[src/rtl/me_run_ctrl.sv]
// Motion-estimation run controller: debounced pushbuttons drive a req/ack handshake
// with the search engine and keep a ring of captured results for display paging.
`timescale 1ns/1ps
module me_run_ctrl #(
  parameter int unsigned CNT_WIDTH      = 12,
  parameter int unsigned SAD_WIDTH      = 16,
  parameter int unsigned HIST_DEPTH     = 8,
  parameter int unsigned DB_CYCLES      = 16,
  parameter int unsigned TIMEOUT_CYCLES = 2**20
) (
  input  logic                          clk,
  input  logic                          rst,
  input  logic                          start_n,
  input  logic                          abort_n,
  input  logic                          page_n,
  output logic                          req,
  input  logic                          ack,
  input  logic [CNT_WIDTH-1:0]          min_cnt,
  input  logic [SAD_WIDTH-1:0]          min_sad,
  input  logic [CNT_WIDTH-1:0]          min_mvec,
  output logic [CNT_WIDTH-1:0]          disp_cnt,
  output logic [SAD_WIDTH-1:0]          disp_sad,
  output logic [CNT_WIDTH-1:0]          disp_mvec,
  output logic [$clog2(HIST_DEPTH)-1:0] disp_idx,
  output logic [15:0]                   run_count,
  output logic                          busy,
  output logic                          timeout_err,
  output logic                          hist_full
);

  localparam int unsigned IDX_W = $clog2(HIST_DEPTH);
  localparam int unsigned DB_W  = $clog2(DB_CYCLES);
  localparam int unsigned TO_W  = (TIMEOUT_CYCLES > 2) ? $clog2(TIMEOUT_CYCLES) : 1;

  typedef enum logic [1:0] {S_IDLE, S_REQ, S_CAPTURE, S_RELEASE} state_t;

  // Reset asserts immediately, releases two clocks after rst falls
  logic [1:0] rst_pipe;
  logic       rst_i;

  always_ff @(posedge clk or posedge rst) begin
    if (rst) rst_pipe <= 2'b11;
    else     rst_pipe <= {rst_pipe[0], 1'b0};
  end

  assign rst_i = rst_pipe[1];

  logic [2:0] btn_n;
  logic [2:0] press;
  logic       start_p, abort_p, page_p;

  assign btn_n   = {page_n, abort_n, start_n};
  assign start_p = press[0];
  assign abort_p = press[1];
  assign page_p  = press[2];

  for (genvar g = 0; g < 3; g++) begin : g_btn
    logic            s1, s2, stable, pulse;
    logic [DB_W-1:0] cnt;

    // cnt tracks consecutive samples disagreeing with the stable level
    always_ff @(posedge clk or posedge rst_i) begin
      if (rst_i) begin
        s1     <= 1'b1;
        s2     <= 1'b1;
        stable <= 1'b1;
        pulse  <= 1'b0;
        cnt    <= '0;
      end else begin
        s1    <= btn_n[g];
        s2    <= s1;
        pulse <= 1'b0;
        if (s2 == stable) begin
          cnt <= '0;
        end else if (cnt == DB_W'(DB_CYCLES - 1)) begin
          cnt    <= '0;
          stable <= s2;
          pulse  <= stable;
        end else begin
          cnt <= cnt + 1'b1;
        end
      end
    end

    assign press[g] = pulse;
  end

  state_t          state, state_d;
  logic            req_d, busy_d, to_err_d;
  logic            timeout_hit_c, capture_c;
  logic [TO_W-1:0] tcnt;

  assign timeout_hit_c = (tcnt == TO_W'(TIMEOUT_CYCLES - 1));
  assign capture_c     = (state == S_CAPTURE);

  always_ff @(posedge clk or posedge rst_i) begin
    if (rst_i) begin
      state       <= S_IDLE;
      req         <= 1'b0;
      busy        <= 1'b0;
      timeout_err <= 1'b0;
    end else begin
      state       <= state_d;
      req         <= req_d;
      busy        <= busy_d;
      timeout_err <= to_err_d;
    end
  end

  // Ack beats a coincident abort, abort beats the timeout
  always_comb begin
    state_d  = state;
    to_err_d = timeout_err;
    case (state)
      S_IDLE:    if (start_p) state_d = S_REQ;
      S_REQ: begin
        if (ack) begin
          state_d = S_CAPTURE;
        end else if (abort_p) begin
          state_d = S_RELEASE;
        end else if (timeout_hit_c) begin
          state_d  = S_RELEASE;
          to_err_d = 1'b1;
        end
      end
      S_CAPTURE: begin
        state_d  = S_RELEASE;
        to_err_d = 1'b0;
      end
      S_RELEASE: if (!ack) state_d = S_IDLE;
      default:   state_d = S_IDLE;
    endcase
    req_d  = (state_d == S_REQ) || (state_d == S_CAPTURE);
    busy_d = (state_d != S_IDLE);
  end

  logic [CNT_WIDTH-1:0] hist_cnt  [HIST_DEPTH];
  logic [SAD_WIDTH-1:0] hist_sad  [HIST_DEPTH];
  logic [CNT_WIDTH-1:0] hist_mvec [HIST_DEPTH];
  logic [IDX_W-1:0]     wr_ptr;

  // History ring, pointers and run bookkeeping; capture overrides paging
  always_ff @(posedge clk or posedge rst_i) begin
    if (rst_i) begin
      hist_cnt  <= '{default: '0};
      hist_sad  <= '{default: '0};
      hist_mvec <= '{default: '0};
      wr_ptr    <= '0;
      disp_idx  <= '0;
      run_count <= '0;
      hist_full <= 1'b0;
      tcnt      <= '0;
    end else begin
      tcnt <= (state == S_REQ) ? tcnt + 1'b1 : '0;
      if (capture_c) begin
        hist_cnt[wr_ptr]  <= min_cnt;
        hist_sad[wr_ptr]  <= min_sad;
        hist_mvec[wr_ptr] <= min_mvec;
        wr_ptr            <= wr_ptr + 1'b1;
        disp_idx          <= wr_ptr;
        run_count         <= run_count + 16'd1;
        if (wr_ptr == IDX_W'(HIST_DEPTH - 1)) hist_full <= 1'b1;
      end else if (page_p) begin
        disp_idx <= disp_idx + 1'b1;
      end
    end
  end

  always_ff @(posedge clk or posedge rst_i) begin
    if (rst_i) begin
      disp_cnt  <= '0;
      disp_sad  <= '0;
      disp_mvec <= '0;
    end else begin
      disp_cnt  <= hist_cnt[disp_idx];
      disp_sad  <= hist_sad[disp_idx];
      disp_mvec <= hist_mvec[disp_idx];
    end
  end

endmodule
[config.mk]
export PLATFORM = sky130hd
export DESIGN_NAME = me_run_ctrl
export DESIGN_NICKNAME = d
export VERILOG_FILES = /design/src/rtl/me_run_ctrl.sv
export SDC_FILE = /design/constraint.sdc
export NUM_CORES = 1
export LEC_CHECK = 0
export BUFFER_PORTS_ARGS = -buffer_cell sky130_fd_sc_hd__buf_4
export CAP_MARGIN = 20
export CORE_MARGIN = 5
export CORE_UTILIZATION = 52
export CTS_CLUSTER_SIZE = 24
export DETAILED_ROUTE_END_ITERATION = 8
export GPL_ROUTABILITY_DRIVEN = 0
export PLACE_DENSITY = 0.77
export SLEW_MARGIN = 20
export SYNTH_ARGS = -nofsm -noshare
export SYNTH_HDL_FRONTEND = slang
export SYNTH_SLANG_ARGS = --single-unit
export TNS_END_PERCENT = 1
[constraint.sdc]
create_clock -name clk -period 21.1 [get_ports clk]
set_input_delay 1.055 -clock clk [delete_from_list [all_inputs] [get_ports clk]]
set_output_delay 1.055 -clock clk [all_outputs]
set_load 0.1 [all_outputs]
==> run metrics <==
max_slew headroom 39.34%; starting density of the core 52.97%; CP cell instances buf_4 > buf_4; first-pass GRT wire length 60630 microns; vias in the first global route 10897; Die H 198.1 microns; CP max FO 29; Post-Syn Instances 1149; fmax 0.2960 GHz; mapped cell area 18390 sq um; GRT overflow 0; Post-CTS Setup Bufs 0; drc violations 0; die area 39220 sq um; Setup Skew 0.01895 ns; CP Launch Type flop; Routed WL per cell 21.00 microns; setup_tns 0 ns; CTS sink count 434; Final Max Tran Viols 0; Final Hold Viols 0; syn_area_per_cell 16.00 sq um; max-cap violations 0; Post-synth EDFFs 0; # hold bufs at CTS 0; critical path endpoint category primary output; initial antenna violation count 4; I/O Pins 109; CTS H-tree lvls 2; most frequent cells in the layout dfrtp_1, mux2_2, buf_4; Clock Pin Slew Worst Setup and Hold Paths 0.06 ns; initial DRC count 446; Synth Warn # 0; GRT busiest layer met2; syn_nets 1204; WL final 36660 microns; global-route usage over all layers 19.32%; Die W 198.1 microns; Crit path max-delay family buffers and inverters; GRT met1 Usage 27.75%; met2 Use GR 31.26%; RSZ-0062 raised after global routing no; post-route insts no fill 1746; port buffer count 108; ys flop type dfrtp_1; Routed Antenna Nets 0; Hold WC Path Type reg2reg; CP most frequent cell buf_4; Core ar. 34710 sq um; Final period util 16.01%; CTS Buf Count 45; pwr/cell area 164.1 nW/um^2; GR Layer Usage met3 3.369%; routed via count 10068; clock latency on the worst-skew pair 0.54 ns; layout cell share with drive strength beyond 1 50.08%; post-synthesis async set-or-reset flop share 100.0%; # setup viols final 0; deepest clock path buffer count 3; sequential fraction of the synthesis area 59.13%; critical path's largest stage delay 0.76 ns; Layout Nets 1315; Cell variety after synth 47; Tightest Pin Transition 0.9099 ns; Final HPWL DP 21150 microns; Worst Path Arrival 2.32 ns; Pleak 0.009232 uW; Final min period 3.378 ns; CP bufs+invs 2; Worst VDD drop 104.4 uV; Yosys reg bits 434; Via density 5.766; CP Class reg2out; Worst path slowest cell dfrtp_4; Placed Instances 1668; area grow syn2layout 14.86%; CP Data Required Time 20.05 ns; commonest non-fill, non-tap cell in the layout dfrtp_1; outcome finished, final reports clean; row count 68; CTS Root Cell clkbuf_16; CTS tree built; post-cts resize count 0; DRT Pass-1 Iters 4; largest net degree at the start of global routing 150
state kept, by name (all words and copies together) (netlist names), 12 cells and up:
| signal | count |
|---|---|
| run_count | 16 |
| disp_mvec | 12 |
| hist_sad | 128 |
| disp_sad | 16 |
| hist_mvec | 96 |
| tcnt | 20 |
| hist_cnt | 96 |
| g_btn.cnt | 12 |
| disp_cnt | 12 |
Yosys cell counts (all sizes together), types with 10 or more instances:
library cell	count	area, sq um
a21oi	14	70.07
buf	44	234.0
clkbuf	16	60.06
dfrtp	423	10590
dfstp	11	289.0
inv	10	37.54
mux2	363	4088
mux4	80	1802
nand2	29	108.9
nand3	13	65.06
nor2	23	88.84
o21ai	12	60.06
xnor2	25	219.0
xor2	10	87.58
layer usage:
| metal | up-vias | wire (microns) |
|---|---|---|
| li1 | 4443 | - |
| met1 | 5400 | 16460 |
| met2 | 156 | 18000 |
| met3 | 63 | 1425 |
| met4 | 6 | 731 |
| met5 | - | 41 |
per-stage QoR:
step                power, uW  hold slack, ns  instance area (sq um)  worst slack [ns]  utilization [%]
floorplan                2411          0.3452                  18390             8.789                -
global placement         2650          0.3467                  19650             18.14            56.59
detailed placement       2698          0.3476                  19650             18.08            56.59
CTS                      3502          0.3559                  21110             17.61            60.81
global route             3648          0.3588                  21120             17.53            60.85
finish                   3465          0.3547                  21120             17.72            60.85
path summary, 6_finish.rpt:
check | start | to | slack (ns) | cells past startpoint
max in group asynchronous | rst_pipe[1]$_DFF_PP1_ | hist_sad[109]$_DFFE_PP0P_ | 18.45 | 3
min | rst_pipe[0]$_DFF_PP1_ | rst_pipe[1]$_DFF_PP1_ | 0.35 | 0
min reg2reg | rst_pipe[0]$_DFF_PP1_ | rst_pipe[1]$_DFF_PP1_ | 0.35 | 0
max reg2reg | state[0]$_DFF_PP0_ | hist_mvec[11]$_DFFE_PP0P_ | 18.24 | 5
min in group asynchronous | rst_pipe[1]$_DFF_PP1_ | disp_cnt[5]$_DFF_PP0_ | 0.39 | 1
max | disp_idx[0]$_DFFE_PP0P_ | disp_idx[0] | 17.72 | 2
cell type report:
cell class | instances | area, sq um
Inverter | 10 | 50.05
Clock inverter | 11 | 180.2
Tap cell | 455 | 569.3
Clock buffer | 66 | 1285
Antenna cell | 1 | 2.502
Fill cell | 2609 | 13590
Multi-Input combinational cell | 645 | 7217
Timing Repair Buffer | 124 | 934.6
Sequential cell | 434 | 10880
kinds of logic (layout without fill, tap and decap cells):
group	after synthesis	in the layout	synth area share (%)
fa+ha+maj	9	9	0.6124
other cells	1	2	0.02039
flops	434	434	59.13
xor+xnor	35	35	1.667
buf+inv	70	211	1.803
mux	444	444	32.08
simple gates	124	124	3.722
compound gates	32	32	0.9595
power breakdown:
group,switching [uW],internal (uW)
logic,669,612
clock network,310,480
registers,207,1190
No activity file was read; power rests on OpenSTA's default activity.
